### src/rtl/mips_pkg.sv
`default_nettype none
// ============================================================================
// Module      : mips_pkg
// Description : Shared encodings for the MIPS writeback path.
// Revision    : 1.0
// ============================================================================
package mips_pkg;

    localparam logic [1:0] LOAD_BYTE = 2'b00;
    localparam logic [1:0] LOAD_HALF = 2'b01;
    localparam logic [1:0] LOAD_WORD = 2'b10;

    localparam logic [4:0] REG_ZERO  = 5'd0;

endpackage
`default_nettype wire

### src/rtl/load_extender.sv
`default_nettype none
// ============================================================================
// Module      : load_extender
// Description : Little-endian byte/half extraction with sign or zero extension.
// Revision    : 1.0
// ============================================================================
module load_extender
    import mips_pkg::*;
#(
    parameter int DATA_WIDTH = 32
) (
    input  logic [1:0]            i_load_size,
    input  logic                  i_load_unsigned,
    input  logic [1:0]            i_byte_offset,
    input  logic [DATA_WIDTH-1:0] i_word,
    output logic [DATA_WIDTH-1:0] o_value
);

    logic [7:0]  w_byte;
    logic [15:0] w_half;
    logic        w_byte_fill;
    logic        w_half_fill;

    always_comb begin
        w_byte = i_word[7:0];
        case (i_byte_offset)
            2'd0:    w_byte = i_word[7:0];
            2'd1:    w_byte = i_word[15:8];
            2'd2:    w_byte = i_word[23:16];
            default: w_byte = i_word[31:24];
        endcase
    end

    // Bit 0 of the offset is ignored for halves; misalignment traps upstream.
    assign w_half      = i_byte_offset[1] ? i_word[31:16] : i_word[15:0];
    assign w_byte_fill = ~i_load_unsigned & w_byte[7];
    assign w_half_fill = ~i_load_unsigned & w_half[15];

    always_comb begin
        o_value = i_word;
        case (i_load_size)
            LOAD_BYTE: o_value = {{(DATA_WIDTH-8){w_byte_fill}}, w_byte};
            LOAD_HALF: o_value = {{(DATA_WIDTH-16){w_half_fill}}, w_half};
            default:   o_value = i_word;
        endcase
    end

endmodule
`default_nettype wire

### src/rtl/mem_wb_stage.sv
`default_nettype none
// ============================================================================
// Module      : mem_wb_stage
// Description : MEM/WB pipeline register, writeback mux and retire counter.
// Revision    : 1.0
// ============================================================================
module mem_wb_stage
    import mips_pkg::*;
#(
    parameter int DATA_WIDTH     = 32,
    parameter int REG_ADDR_WIDTH = 5,
    parameter int CNT_WIDTH      = 32
) (
    input  logic                      clk,
    input  logic                      reset,
    input  logic                      i_stall,
    input  logic                      i_flush,
    input  logic                      i_valid,
    input  logic                      i_reg_write,
    input  logic                      i_mem_to_reg,
    input  logic                      i_link,
    input  logic [1:0]                i_load_size,
    input  logic                      i_load_unsigned,
    input  logic [1:0]                i_byte_offset,
    input  logic [DATA_WIDTH-1:0]     i_alu_result,
    input  logic [DATA_WIDTH-1:0]     i_mem_read_data,
    input  logic [DATA_WIDTH-1:0]     i_return_addr,
    input  logic [REG_ADDR_WIDTH-1:0] i_write_register,
    output logic                      o_reg_write,
    output logic [REG_ADDR_WIDTH-1:0] o_write_register,
    output logic [DATA_WIDTH-1:0]     o_write_data,
    output logic                      o_wb_valid,
    output logic [CNT_WIDTH-1:0]      o_instret
);

    localparam logic [CNT_WIDTH-1:0] c_cnt_one = {{(CNT_WIDTH-1){1'b0}}, 1'b1};

    logic                      r_valid;
    logic                      r_reg_write;
    logic                      r_mem_to_reg;
    logic                      r_link;
    logic [1:0]                r_load_size;
    logic                      r_load_unsigned;
    logic [1:0]                r_byte_offset;
    logic [DATA_WIDTH-1:0]     r_alu_result;
    logic [DATA_WIDTH-1:0]     r_mem_read_data;
    logic [DATA_WIDTH-1:0]     r_return_addr;
    logic [REG_ADDR_WIDTH-1:0] r_write_register;
    logic [CNT_WIDTH-1:0]      r_instret;

    logic [DATA_WIDTH-1:0]     w_load_value;
    logic                      w_retire;
    logic                      w_load_en;

    // Flush overrides stall, so a flushed edge still loads (payload is don't-care).
    assign w_load_en = i_flush | ~i_stall;

    always_ff @(posedge clk) begin
        if (reset) begin
            r_valid          <= 1'b0;
            r_reg_write      <= 1'b0;
            r_mem_to_reg     <= 1'b0;
            r_link           <= 1'b0;
            r_load_size      <= 2'b00;
            r_load_unsigned  <= 1'b0;
            r_byte_offset    <= 2'b00;
            r_alu_result     <= '0;
            r_mem_read_data  <= '0;
            r_return_addr    <= '0;
            r_write_register <= '0;
        end else if (w_load_en) begin
            r_valid          <= i_valid & ~i_flush;
            r_reg_write      <= i_reg_write;
            r_mem_to_reg     <= i_mem_to_reg;
            r_link           <= i_link;
            r_load_size      <= i_load_size;
            r_load_unsigned  <= i_load_unsigned;
            r_byte_offset    <= i_byte_offset;
            r_alu_result     <= i_alu_result;
            r_mem_read_data  <= i_mem_read_data;
            r_return_addr    <= i_return_addr;
            r_write_register <= i_write_register;
        end
    end

    // The occupant leaves whenever the register is overwritten.
    assign w_retire = r_valid & w_load_en;

    always_ff @(posedge clk) begin
        if (reset) begin
            r_instret <= '0;
        end else if (w_retire) begin
            r_instret <= r_instret + c_cnt_one;
        end
    end

    load_extender #(
        .DATA_WIDTH (DATA_WIDTH)
    ) u_load_extender (
        .i_load_size     (r_load_size),
        .i_load_unsigned (r_load_unsigned),
        .i_byte_offset   (r_byte_offset),
        .i_word          (r_mem_read_data),
        .o_value         (w_load_value)
    );

    always_comb begin
        o_write_data = r_alu_result;
        if (r_link) begin
            o_write_data = r_return_addr;
        end else if (r_mem_to_reg) begin
            o_write_data = w_load_value;
        end
    end

    assign o_reg_write      = r_valid & r_reg_write &
                              (r_write_register != REG_ADDR_WIDTH'(REG_ZERO));
    assign o_write_register = r_write_register;
    assign o_wb_valid       = r_valid;
    assign o_instret        = r_instret;

endmodule
`default_nettype wire
### config.mk
export PLATFORM = sky130hd
export DESIGN_NAME = mem_wb_stage
export DESIGN_NICKNAME = d
export VERILOG_FILES = /design/src/rtl/mips_pkg.sv /design/src/rtl/load_extender.sv /design/src/rtl/mem_wb_stage.sv
export SDC_FILE = /design/constraint.sdc
export NUM_CORES = 1
export LEC_CHECK = 0
export CAP_MARGIN = 5
export CORE_MARGIN = 10
export CORE_UTILIZATION = 50
export CTS_BUF_LIST = sky130_fd_sc_hd__clkbuf_8
export DETAILED_ROUTE_END_ITERATION = 6
export PLACE_DENSITY = 0.83
export REMOVE_ABC_BUFFERS = 1
export SLEW_MARGIN = 15
export SYNTH_ARGS = -nofsm -noshare
export SYNTH_HDL_FRONTEND = slang
export SYNTH_HIERARCHICAL = 1
export SYNTH_SLANG_ARGS = --single-unit
### constraint.sdc
create_clock -name clk -period 3 [get_ports clk]
set_clock_uncertainty 0.2 [all_clocks]
set_input_delay 0.45 -clock clk [delete_from_list [all_inputs] [get_ports clk]]
set_output_delay 0.45 -clock clk [all_outputs]
set_load 0.03 [all_outputs]
After elaboration in Yosys (flattened, before gate mapping)
Index checks and enable logic that the tools add are counted.
Cells by class
  add/sub/neg operators: 1
  $mul: 0
  div/mod/pow operators: 0
  order comparisons: 0
  eq/ne operators: 3
  shifts and indexed selects: 0
  multiplexer cells: 5
  bitwise operators: 10
  reductions and logical operators: 3
Operators with widths (number)
  $mux W32: 2
  $pmux W32 S2: 1
  $add A32 B1 Y32 const B: 1
  $pmux W8 S3: 1
  $mux W16: 1
  $and A1 B1 Y1: 6
  $reduce_bool A5 Y1: 1
  $eq A2 B1 Y1 const B: 2
  $logic_not A2 Y1: 2
  $not A1 Y1: 3
  $eq A2 B2 Y1 const B: 1
  $or A1 B1 Y1: 1
Storage, ports and cells
  bits in registers: 142
  latch bits: 0
  RAM bits: 0
  memory bits (read-only): 0
  output and inout bits: 71
  logic and storage cells: 34
  memories kept: 0

Longest topological paths before layout
Gate-level depths: netlist of run 1.
  depth in word-level cells: 6
  gate-level depth with buffers: 9
  depth with buffers taken out: 6

Hierarchy
Netlist of run 1, hierarchy kept.
Modules (own cells, without submodules)
  mem_wb_stage: times used 1, cells each 756, area an instance 5874.4 µm²
  load_extender: times used 1, cells each 115, area an instance 845.8 µm²

Worst setup path after synthesis of run 1
Ideal clock, no wire load.
  kind: reg-to-output
  start: register r_load_size[1]
  end: output port o_write_data[31]
  arrival time: 2.233 ns
  required time: 2.350 ns
  setup slack: 0.117 ns
  stages on the path, launching flop included: 10
  buffers on the path: 4
  cell sequence: dfxtp_1 buf_6 or2_1 buf_2 or3_1 buf_6 buf_6 o211ai_2 mux2i_1 o21ai_0
On the way
  word-level cells in the longest chain between the ends: 4
RTL lines
  from (decl): RTL line mem_wb_stage.sv:42  | logic [1:0] r_load_size;
  from (signal assigned): RTL line mem_wb_stage.sv:76  | r_load_size <= i_load_size;
  $eq A2 B1 Y1 / $logic_not A2 Y1 (equally long branches): RTL line load_extender.sv:41  | case (i_load_size)
  $pmux W32 S2 (*): RTL line load_extender.sv:41
  via w_load_value[31]: RTL line mem_wb_stage.sv:51  | logic [DATA_WIDTH-1:0] w_load_value;
  $mux W32 (*): RTL line mem_wb_stage.sv:111  | end else if (r_mem_to_reg) begin
  $mux W32 (*): RTL line mem_wb_stage.sv:109  | if (r_link) begin
  to (decl): RTL line mem_wb_stage.sv:31  | output logic [DATA_WIDTH-1:0] o_write_data,
The timed path passes the listed nets; every way through them passes the cells marked *.

Final worst setup path of run 1
  start: register r_byte_offset[0]
  end: output port o_write_data[22]
On the way
  word-level cells in the longest chain between the ends: 6
RTL lines
  from (decl): RTL line mem_wb_stage.sv:44  | logic [1:0] r_byte_offset;
  from (signal assigned): RTL line mem_wb_stage.sv:78  | r_byte_offset <= i_byte_offset;
  $eq A2 B2 Y1, or another cell as far along: RTL line load_extender.sv:26  | case (i_byte_offset)
  $pmux W8 S3 (*): RTL line load_extender.sv:26
  $and A1 B1 Y1 (*): RTL line load_extender.sv:36  | assign w_byte_fill = ~i_load_unsigned & w_byte[7];
  $pmux W32 S2 (*): RTL line load_extender.sv:41
  via w_load_value[22]: RTL line mem_wb_stage.sv:51
  $mux W32 (*): RTL line mem_wb_stage.sv:111
  $mux W32 (*): RTL line mem_wb_stage.sv:109
Marks and branches as above.

==> results.json, run 1 <==
{
  "finalSetupViolCount": 1,
  "core_area_mm2": 0.01319,
  "internal-power_uw": 3205,
  "required_ns": 2.35,
  "ys_seq_area_share_pct": 42.30,
  "final_nets": 1153,
  "syn_area_mm2": 0.006720,
  "rsz0062_at_grt": "yes",
  "via_count": 6597,
  "drive_gt1_share_pct": 12.08,
  "io_buffers": 184,
  "final_hold_viol_count": 0,
  "holdWs_ns": 0.2515,
  "worstSetupStartpointType": "flop",
  "layout-area-overhead-vs-synth_pct": 36.81,
  "clock_sinks": 142,
  "clk_path_buf_depth": 2,
  "clock-root-buffer": "clkbuf_8",
  "dieHeight_um": 135.9,
  "synth_simple_gate_area_share_pct": 24.48,
  "vdd_ir_drop_max_uv": 329.3,
  "numCtsBuffers": 17,
  "async_flop_share_pct": 0,
  "outcome": "finished with violations",
  "clk_pin_slew_ns": 0.08,
  "clock_power_share_pct": 35.8,
  "drtIter0Drc": 540,
  "grt_first_pass_wirelength_um": 32990,
  "grt.overflow.total": 0,
  "n_fill_cell": 1108,
  "synth_compound_area_share_pct": 16.87,
  "num_rows": 42,
  "period_minus_slack_ns": 3.008,
  "arrival_ns": 2.36,
  "dp_slack_ns": 0.1198,
  "synth_edf_count": 0,
  "power_density_mw_per_mm2": 482.4,
  "netlist_instances": 871,
  "grt_max_degree": 54,
  "regArea_mm2": 0.002846,
  "finalPower_uw": 4435,
  "yosys_warnings": 6,
  "fin_ws_ns": -0.008464,
  "track_usage_pct": 21.83,
  "drv_slew": 0,
  "die_area_mm2": 0.01848,
  "ys_types": 42,
  "avgSynthCellArea_um2": 7.715,
  "cap_violations": 0,
  "synth_xor_area_share_pct": 3.910,
  "reg2reg_depth": 5,
  "wl_um": 20880,
  "sw_frac_of_total_pct": 27.73,
  "slew_headroom_pct": 39.75,
  "place.gp.congestion": 0.8551,
  "switchingPower_uw": 1230,
  "ioPinCount": 185,
  "detail_route.vias_per_cell": 5.372,
  "ys_ff_latch": 142,
  "synthFlopType": "dfxtp_1",
  "dr.pass1.iters": 5,
  "start_util_pct": 50.95,
  "antenna_found_initial": 2,
  "synth_top_family_by_area": "simple AND/OR/NAND/NOR gates",
  "cp_max_fo": 7,
  "hold_depth": 2,
  "wire_per_inst_um": 17.00,
  "dp_hpwl_um": 14430,
  "synthMuxAreaShare_pct": 7.485,
  "first_global_vias": 6574,
  "htreeDepth": 4,
  "combPwrFrac_pct": 18.0,
  "synthAdderAreaFrac_pct": 0.1862,
  "fmaxAchievable_mhz": 332.4,
  "violations": "negative setup slack",
  "drc": 0,
  "finalCritPeriodShare_pct": 100.3,
  "worstHoldPathType": "reg2reg",
  "worst_pin_slew_ns": 0.8963,
  "multi_input_area_mm2": 0.003601,
  "leakage_uw": 0.003595,
  "seq_power_share_pct": 46.2,
  "insertion_delay_ns": 0.46,
  "ant_nets": 0,
  "end_kind": "output port",
  "cts_tree": "built",
  "setup.worst_path.class": "reg2out",
  "die_w_um": 135.9
}
[logic make-up after synthesis]
group                      Yosys count
buffers and inverters               74
and+or+nand+nor                    386
xor gates and xnor gates            30
adders and majority gates            1
muxes                               50
DFF                                142
AOI/OAI and AO/OA                  188
[routing by layer]
layer  wire length [µm]  GRT usage, %  vias to the layer above
li1                   -             -                     3264
met1               8682         26.13                     3091
met2               9657         34.61                      211
met3               2242         9.483                       29
met4                289         6.805                        2
met5                  9             0                        -
[cell usage after synthesis, types with 8 or more instances]
master | number | share of area, %
nand4_1 | 9 | 0.84
a22oi_1 | 9 | 1.0
a21oi_1 | 111 | 8.3
nor2_1 | 32 | 1.8
xor2_1 | 23 | 3.0
nand3_1 | 18 | 1.3
o21ai_0 | 33 | 2.5
o211ai_2 | 10 | 1.9
nand2_1 | 287 | 16
mux2i_1 | 48 | 7.1
o221ai_1 | 8 | 1.0
clkbuf_1 | 55 | 3.1
dfxtp_1 | 142 | 42
nor2b_1 | 10 | 0.93
[cell type report]
class | count | area share (%)
Sequential cell | 142 | 30.96
Timing Repair Buffer | 217 | 22.77
Clock buffer | 19 | 2.844
Tap cell | 176 | 2.395
Inverter | 5 | 0.2450
Antenna cell | 1 | 0.02722
Multi-Input combinational cell | 655 | 39.17
Clock inverter | 13 | 1.592
[path summary, 6_finish.rpt]
path                                    end  slack (ns)                            from
max                        o_write_data[22]      -0.008   r_byte_offset[0]$_SDFFE_PP0N_
min          r_return_addr[22]$_SDFFE_PP0N_        0.25  r_return_addr[22]$_SDFFE_PP0N_
min reg2reg  r_return_addr[22]$_SDFFE_PP0N_        0.25  r_return_addr[22]$_SDFFE_PP0N_
max reg2reg      o_instret[29]$_SDFFE_PP0P_        0.84       o_instret[7]$_SDFFE_PP0P_
[metrics by stage]
stage          cells  area [µm²]  utilization, %  setup TNS, ns
6_report        1228        9194           69.70      -0.008464
5_1_grt         1227        9191           69.68         -1.128
4_1_cts         1223        9173           69.54        -0.1117
3_5_place_dp    1189        8768           66.48              0
3_3_place_gp    1189        8768           66.48              0
2_1_floorplan    802        6419               -        -280.34
[placed cells by master (no fill, tap or decap), drive strengths merged, types with 23 or more instances in the layout]
master and count:
nand2 287, clkdlybuf4s50 151, dfxtp 142, a21oi 111, buf 57, mux2i 48, o21ai 33, nor2 32
clkbuf 26, xor2 23
[power by group through the flow]
| stage | Sequential [µW] | Combinational [µW] | Clock [µW] |
|---|---|---|---|
| after floorplan | 2100 | 377 | 0 |
| after global placement | 2080 | 787 | 0 |
| after detailed placement | 2090 | 797 | 0 |
| after CTS | 2040 | 788 | 1610 |
| after global routing | 2060 | 865 | 1700 |
| final | 2050 | 800 | 1590 |
[timing repair]
action	in CTS	in global routing
setup endpoints to repair	26	25
gates cloned	1	1
setup buffers	1	3
resized for setup	101	52
hold buffers	0	0
pin swaps	1	3
[critical path: stages (launching register included)]
cell and delay [ns]:
dfxtp_2 0.36, mux2_4 0.32, a32oi_4 0.36, buf_12 0.18
buf_6 0.10, o211ai_2 0.11, mux2i_1 0.16, o21ai_0 0.10
buf_2 0.21
No activity file was read; power rests on OpenSTA's default activity.
==> inputs of run 2 (changes only) <==
--- a/config.mk
+++ b/config.mk
@@ -5,6 +5,7 @@
 export SDC_FILE = /design/constraint.sdc
 export NUM_CORES = 1
 export LEC_CHECK = 0
+export ABC_CLOCK_PERIOD_IN_PS = 3000
 export CAP_MARGIN = 5
 export CORE_MARGIN = 10
 export CORE_UTILIZATION = 50
==> results of run 2 <==
No change in the layout: final DEF, timing and power equal those of run 1.
==> inputs of run 3 (changes only) <==
--- a/config.mk
+++ b/config.mk
@@ -11,7 +11,7 @@
 export CORE_UTILIZATION = 50
 export CTS_BUF_LIST = sky130_fd_sc_hd__clkbuf_8
 export DETAILED_ROUTE_END_ITERATION = 6
-export PLACE_DENSITY = 0.83
+export PLACE_DENSITY = 0.82
 export REMOVE_ABC_BUFFERS = 1
 export SLEW_MARGIN = 15
 export SYNTH_ARGS = -nofsm -noshare
==> results.json, run 3 (same netlist as run 1, synthesis figures left out) <==
{
  "critPathMaxStageDelay_ns": 0.35,
  "fmaxAchievable_mhz": 345.2,
  "drv_slew": 0,
  "hold_depth": 2,
  "dr.pass1.iters": 5,
  "r2r_start": "o_instret[7]$_SDFFE_PP0P_",
  "crit_path_end": "o_write_data[17]",
  "rsz0062_at_grt": "yes",
  "postPlaceCellArea_mm2": 0.008751,
  "finalInstanceArea_mm2": 0.009087,
  "numCtsBuffers": 17,
  "reg2reg_to": "o_instret[29]$_SDFFE_PP0P_",
  "worstSetupStartpointType": "flop",
  "num_rows": 42,
  "finalSetupViolCount": 0,
  "ant_nets": 0,
  "outcome": "complete, no violations",
  "power_density_mw_per_mm2": 466.7,
  "dp.cells": 1190,
  "setup.worst_path.class": "reg2out",
  "wl_um": 20250,
  "die_w_um": 135.9,
  "htreeDepth": 4,
  "die_area_mm2": 0.01848,
  "grt.overflow.total": 0,
  "start_util_pct": 50.95,
  "worstHoldPathType": "reg2reg",
  "via_count": 6556,
  "insertion_delay_ns": 0.46,
  "io_buffers": 184,
  "required_ns": 2.35,
  "grt_max_degree": 75,
  "drtIter0Drc": 465,
  "crit_top_cell": "buf_4",
  "critPathTopFamily": "buffers and inverters",
  "layout_common_cells": "nand2_1 (287), clkdlybuf4s50_1 (151), dfxtp_1 (139)",
  "layout-area-overhead-vs-synth_pct": 35.23,
  "r2r_slack_ns": 0.78,
  "slew_headroom_pct": 39.26,
  "detail_route.vias_per_cell": 5.343,
  "grt_first_pass_wirelength_um": 32420,
  "finalCritPeriodShare_pct": 96.56,
  "instances_no_fill": 1227,
  "cts_tree": "built",
  "final_util_pct": 68.90,
  "place.gp.congestion": 0.8551,
  "end_kind": "output port",
  "first_global_vias": 6427,
  "reg2reg_depth": 5,
  "finalPower_uw": 4241,
  "final_common_cell": "nand2_1",
  "n_antenna_cell": 0,
  "cp_slowest_cell": "dfxtp_1",
  "wire_per_inst_um": 16.51,
  "arrival_ns": 2.25,
  "ioPinCount": 185,
  "cp_max_fo": 7,
  "drc": 0,
  "final_nets": 1153,
  "clock_sinks": 142,
  "core_area_mm2": 0.01319,
  "leakage_uw": 0.003571,
  "vdd_ir_drop_max_uv": 218.9,
  "cp_num_buf_inv": 4,
  "dieHeight_um": 135.9,
  "period_minus_slack_ns": 2.897,
  "critical_path.startpoint": "r_byte_offset[1]$_SDFFE_PP0N_",
  "crit_cells": 9,
  "cp_cell_sequence": "buf_4, nor3_2, a32oi_4, buf_12, buf_4, o211ai_1, mux2i_1, o21ai_0, buf_2",
  "cap_violations": 0,
  "clk_path_buf_depth": 2,
  "antenna_found_initial": 0,
  "dp_hpwl_um": 14220,
  "drive_gt1_share_pct": 11.89,
  "track_usage_pct": 21.56,
  "worst_pin_slew_ns": 0.9035,
  "clk_pin_slew_ns": 0.07,
  "clock-root-buffer": "clkbuf_8",
  "final_hold_viol_count": 0
}
==> run 3: cell types whose count changed in the layout (fill, tap and decap cells not counted), sizes merged, moves of 2 or more <==
cell,delta
clkinvlp,-2
buf,+2
clkbuf,+5
clkinv,-2
inv,+2
bufinv,-3
==> run 3: power breakdown <==
group          internal [µW]  switching (µW)  leakage (µW)
Clock                    712             705      0.000204
Sequential              1980            59.6       0.00117
Combinational            364             422       0.00220
==> run 3: final cells by class <==
cell class,instances,area (µm²)
clock buffers,24,330.3
clock inverters,8,38.79
fillers,1115,4103
inverters,5,22.52
multi-input cells,655,3595
flip-flops and latches,142,2846
well taps,176,220.2
repair buffers,217,2034
==> run 3: repair_timing <==
action | CTS | global route
hold buffers | 0 | 0
pin swaps | 1 | 0
gates resized for setup | 146 | 48
gates cloned | 2 | 0
setup endpoints to repair | 30 | 27
buffers inserted | 3 | 0
==> run 3: worst min path at each step <==
stage	from	endpoint	slack (ns)
3_3_place_gp	r_alu_result[8]$_SDFFE_PP0N_	r_alu_result[8]$_SDFFE_PP0N_	0.24
3_5_place_dp	r_alu_result[28]$_SDFFE_PP0N_	r_alu_result[28]$_SDFFE_PP0N_	0.24
4_1_cts	r_alu_result[10]$_SDFFE_PP0N_	r_alu_result[10]$_SDFFE_PP0N_	0.25
2_1_floorplan	r_load_unsigned$_SDFFE_PP0N_	r_load_unsigned$_SDFFE_PP0N_	0.22
6_report	r_alu_result[0]$_SDFFE_PP0N_	r_alu_result[0]$_SDFFE_PP0N_	0.25
5_1_grt	r_return_addr[6]$_SDFFE_PP0N_	r_return_addr[6]$_SDFFE_PP0N_	0.27
==> run 3: worst min-delay path: stages (launching register included) <==
cell and delay (ns):
dfxtp_1 0.31, nand2_1 0.05, a21oi_1 0.05
==> run 3: layer usage <==
metal / vias to the layer above / share of wire (%) / wire length (µm) / global-route usage [%]
li1: 3273 / - / - / -
met1: 3046 / 43 / 8793 / 26.20
met2: 220 / 46 / 9355 / 34.56
met3: 17 / 9.3 / 1882 / 8.635
met4: 0 / 1.1 / 221 / 6.036
met5: - / 0 / 0 / 0
==> run 3: stage by stage <==
| step | hold WS [ns] | TNS (ns) | setup WS [ns] |
|---|---|---|---|
| after global placement | 0.2378 | 0 | 0.04709 |
| after CTS | 0.2533 | -0.01559 | -0.01559 |
| after floorplan | 0.2209 | -280.34 | -2.645 |
| after detailed placement | 0.2427 | -0.004093 | -0.002495 |
| after global routing | 0.2668 | -0.01711 | -0.01711 |
| final | 0.2497 | 0 | 0.1032 |
==> patch: new RTL, settings of run 2 <==
`CNT_WIDTH`: 32 -> 36.
--- a/src/rtl/mem_wb_stage.sv
+++ b/src/rtl/mem_wb_stage.sv
@@ -10,5 +10,5 @@
     parameter int DATA_WIDTH     = 32,
     parameter int REG_ADDR_WIDTH = 5,
-    parameter int CNT_WIDTH      = 32
+    parameter int CNT_WIDTH      = 36
 ) (
     input  logic                      clk,
Ports: changed (resized o_instret); port bits go from 185 to 189. The function was not compared with the original's and may differ.
==> patch against run 2 <==
Setup slack better by 60 ps; clock power hardly changed; area after synthesis is 3.8% higher; sequential share of layout area hardly changed; sequential cell count is 4 higher; hold slack worse by 3.4 ps; design area is 2.9% higher; routed wire length is 2.9% higher; total power is 1.3% higher; highest routed layer is now met4.
==> patch: results (changes against run 2) <==
run_status: "complete, no violations"  # was complete, but fails checks
worstPathMaxFanout: 4  # was 7
grt_pass1_vias: 6633  # was 6574
grt_max_degree: 111  # was 54
port_buffers: 188  # was 184
seq_area_sq_mm: 0.00293  # was 0.00285 sq mm
timing_worst_slew_pin_value_ps: 879  # was 896 ps
number_of_antenna_violations_at_the_first_check_in_global_routing: 0  # was 2
route.met3.wl_mm: 1.90  # was 2.24 mm
drive_above_1_share_pct: 11.7  # was 12.1%
netlist_top_cells_area: "sky130_fd_sc_hd__dfxtp_1 (42%), sky130_fd_sc_hd__nand2_1 (16%), sky130_fd_sc_hd__a21oi_1 (8.7%)"  # was sky130_fd_sc_hd__dfxtp_1 (42%), sky130_fd_sc_hd__nand2_1 (16%), sky130_fd_sc_hd__a21oi_1 (8.3%)
timing.critical_path.slowest_stage_cell: "sky130_fd_sc_hd__dfxtp_4"  # was sky130_fd_sc_hd__dfxtp_2
global_route.usage.total_pct: 21.2  # was 21.8%
gp_congestion: 0.852  # was 0.855
clock.fmax_mhz: 339  # was 332 MHz
drt-initial-drc-count: 534  # was 540
clk_latency_ps: 440  # was 460 ps
grt_pass1_wl_mm: 34.2  # was 33.0 mm
routedLengthMet1_mm: 9.03  # was 8.68 mm
dpl.hpwl_mm: 14.6  # was 14.4 mm
static-leakage-power_nw: 3.68  # was 3.60 nW
leading_cell_types_by_count_after_synthesis: "sky130_fd_sc_hd__nand2_1 (293), sky130_fd_sc_hd__dfxtp_1 (146), sky130_fd_sc_hd__a21oi_1 (121)"  # was sky130_fd_sc_hd__nand2_1 (287), sky130_fd_sc_hd__dfxtp_1 (142), sky130_fd_sc_hd__a21oi_1 (111)
nFillCells: 1160  # was 1108
cp.arrival_ps: 2300  # was 2360 ps
route.vias.total: 6923  # was 6597
r2r_setup_slack_ps: 990  # was 840 ps
detail_route.wl_per_cell_microns: 17.0  # about the same
topRoutingLayerUsed: "met4"  # was met5
postPlaceCellArea_sq_mm: 0.00901  # was 0.00877 sq mm
synth_sequential_area_ratio_pct: 41.9  # was 42.3%
final_antenna_diode_count: 0  # was 1
hold_end: "r_load_unsigned$_SDFFE_PP0N_"  # was r_return_addr[22]$_SDFFE_PP0N_
vdd_ir_drop_max_mv: 0.282  # was 0.329 mV
==> patch: metal layers <==
metal	track usage (%)	vias up
met3	7.98	27
met4	5.49	0
met5	0	-
met1	26.0	3249
li1	-	3411
met2	34.0	236
==> patch: worst max path at each step <==
stage          cells past startpoint                         end                          start
5_1_grt                            7            o_write_data[16]    r_load_size[1]$_SDFFE_PP0N_
3_5_place_dp                       7            o_write_data[19]  r_byte_offset[0]$_SDFFE_PP0N_
3_3_place_gp                       7             o_write_data[8]  r_byte_offset[0]$_SDFFE_PP0N_
2_1_floorplan                      5  o_instret[17]$_SDFFE_PP0P_                        i_flush
4_1_cts                            9            o_write_data[22]  r_byte_offset[0]$_SDFFE_PP0N_
6_report                           9            o_write_data[22]  r_byte_offset[0]$_SDFFE_PP0N_
==> patch: worst max-delay path: cells and delay by family (launching register included) <==
kind / cells / cell delay [ps]
compound gates: 3 / 460
buf+inv: 4 / 520
flops: 1 / 380
mux: 2 / 510
==> patch: what timing repair did <==
item	in CTS	in global routing
setup buffers	4	1
gates cloned	1	0
pin swaps	1	1
endpoints found under the setup margin	27	26
resized for setup	135	42
==> patch: power by group <==
group / leakage, nW / internal, mW / switching, mW / total, mW
Sequential: 1.20 / 2.03 / 0.0681 / 2.10
Combinational: 2.26 / 0.377 / 0.428 / 0.805
Clock: 0.216 / 0.851 / 0.739 / 1.59
Total: 3.68 / 3.26 / 1.24 / 4.49
==> patch: cells by family after synthesis <==
logic type | count (synthesis) | synth area share (%)
and+or+nand+nor | 401 | 25.3
AOI/OAI and AO/OA | 208 | 17.7
DFF | 146 | 41.9
buffers and inverters | 74 | 4.63
muxes | 50 | 7.21
xor gates and xnor gates | 24 | 3.01
adders and majority gates | 1 | 0.179
==> patch: area by class of cell <==
| type | instances | area share, % |
|---|---|---|
| clock buffers | 19 | 2.76 |
| clock inverters | 13 | 1.49 |
| inverters | 4 | 0.198 |
| multi-input cells | 684 | 40.1 |
| flip-flops and latches | 146 | 31.0 |
| well taps | 180 | 2.38 |
| repair buffers | 218 | 22.1 |
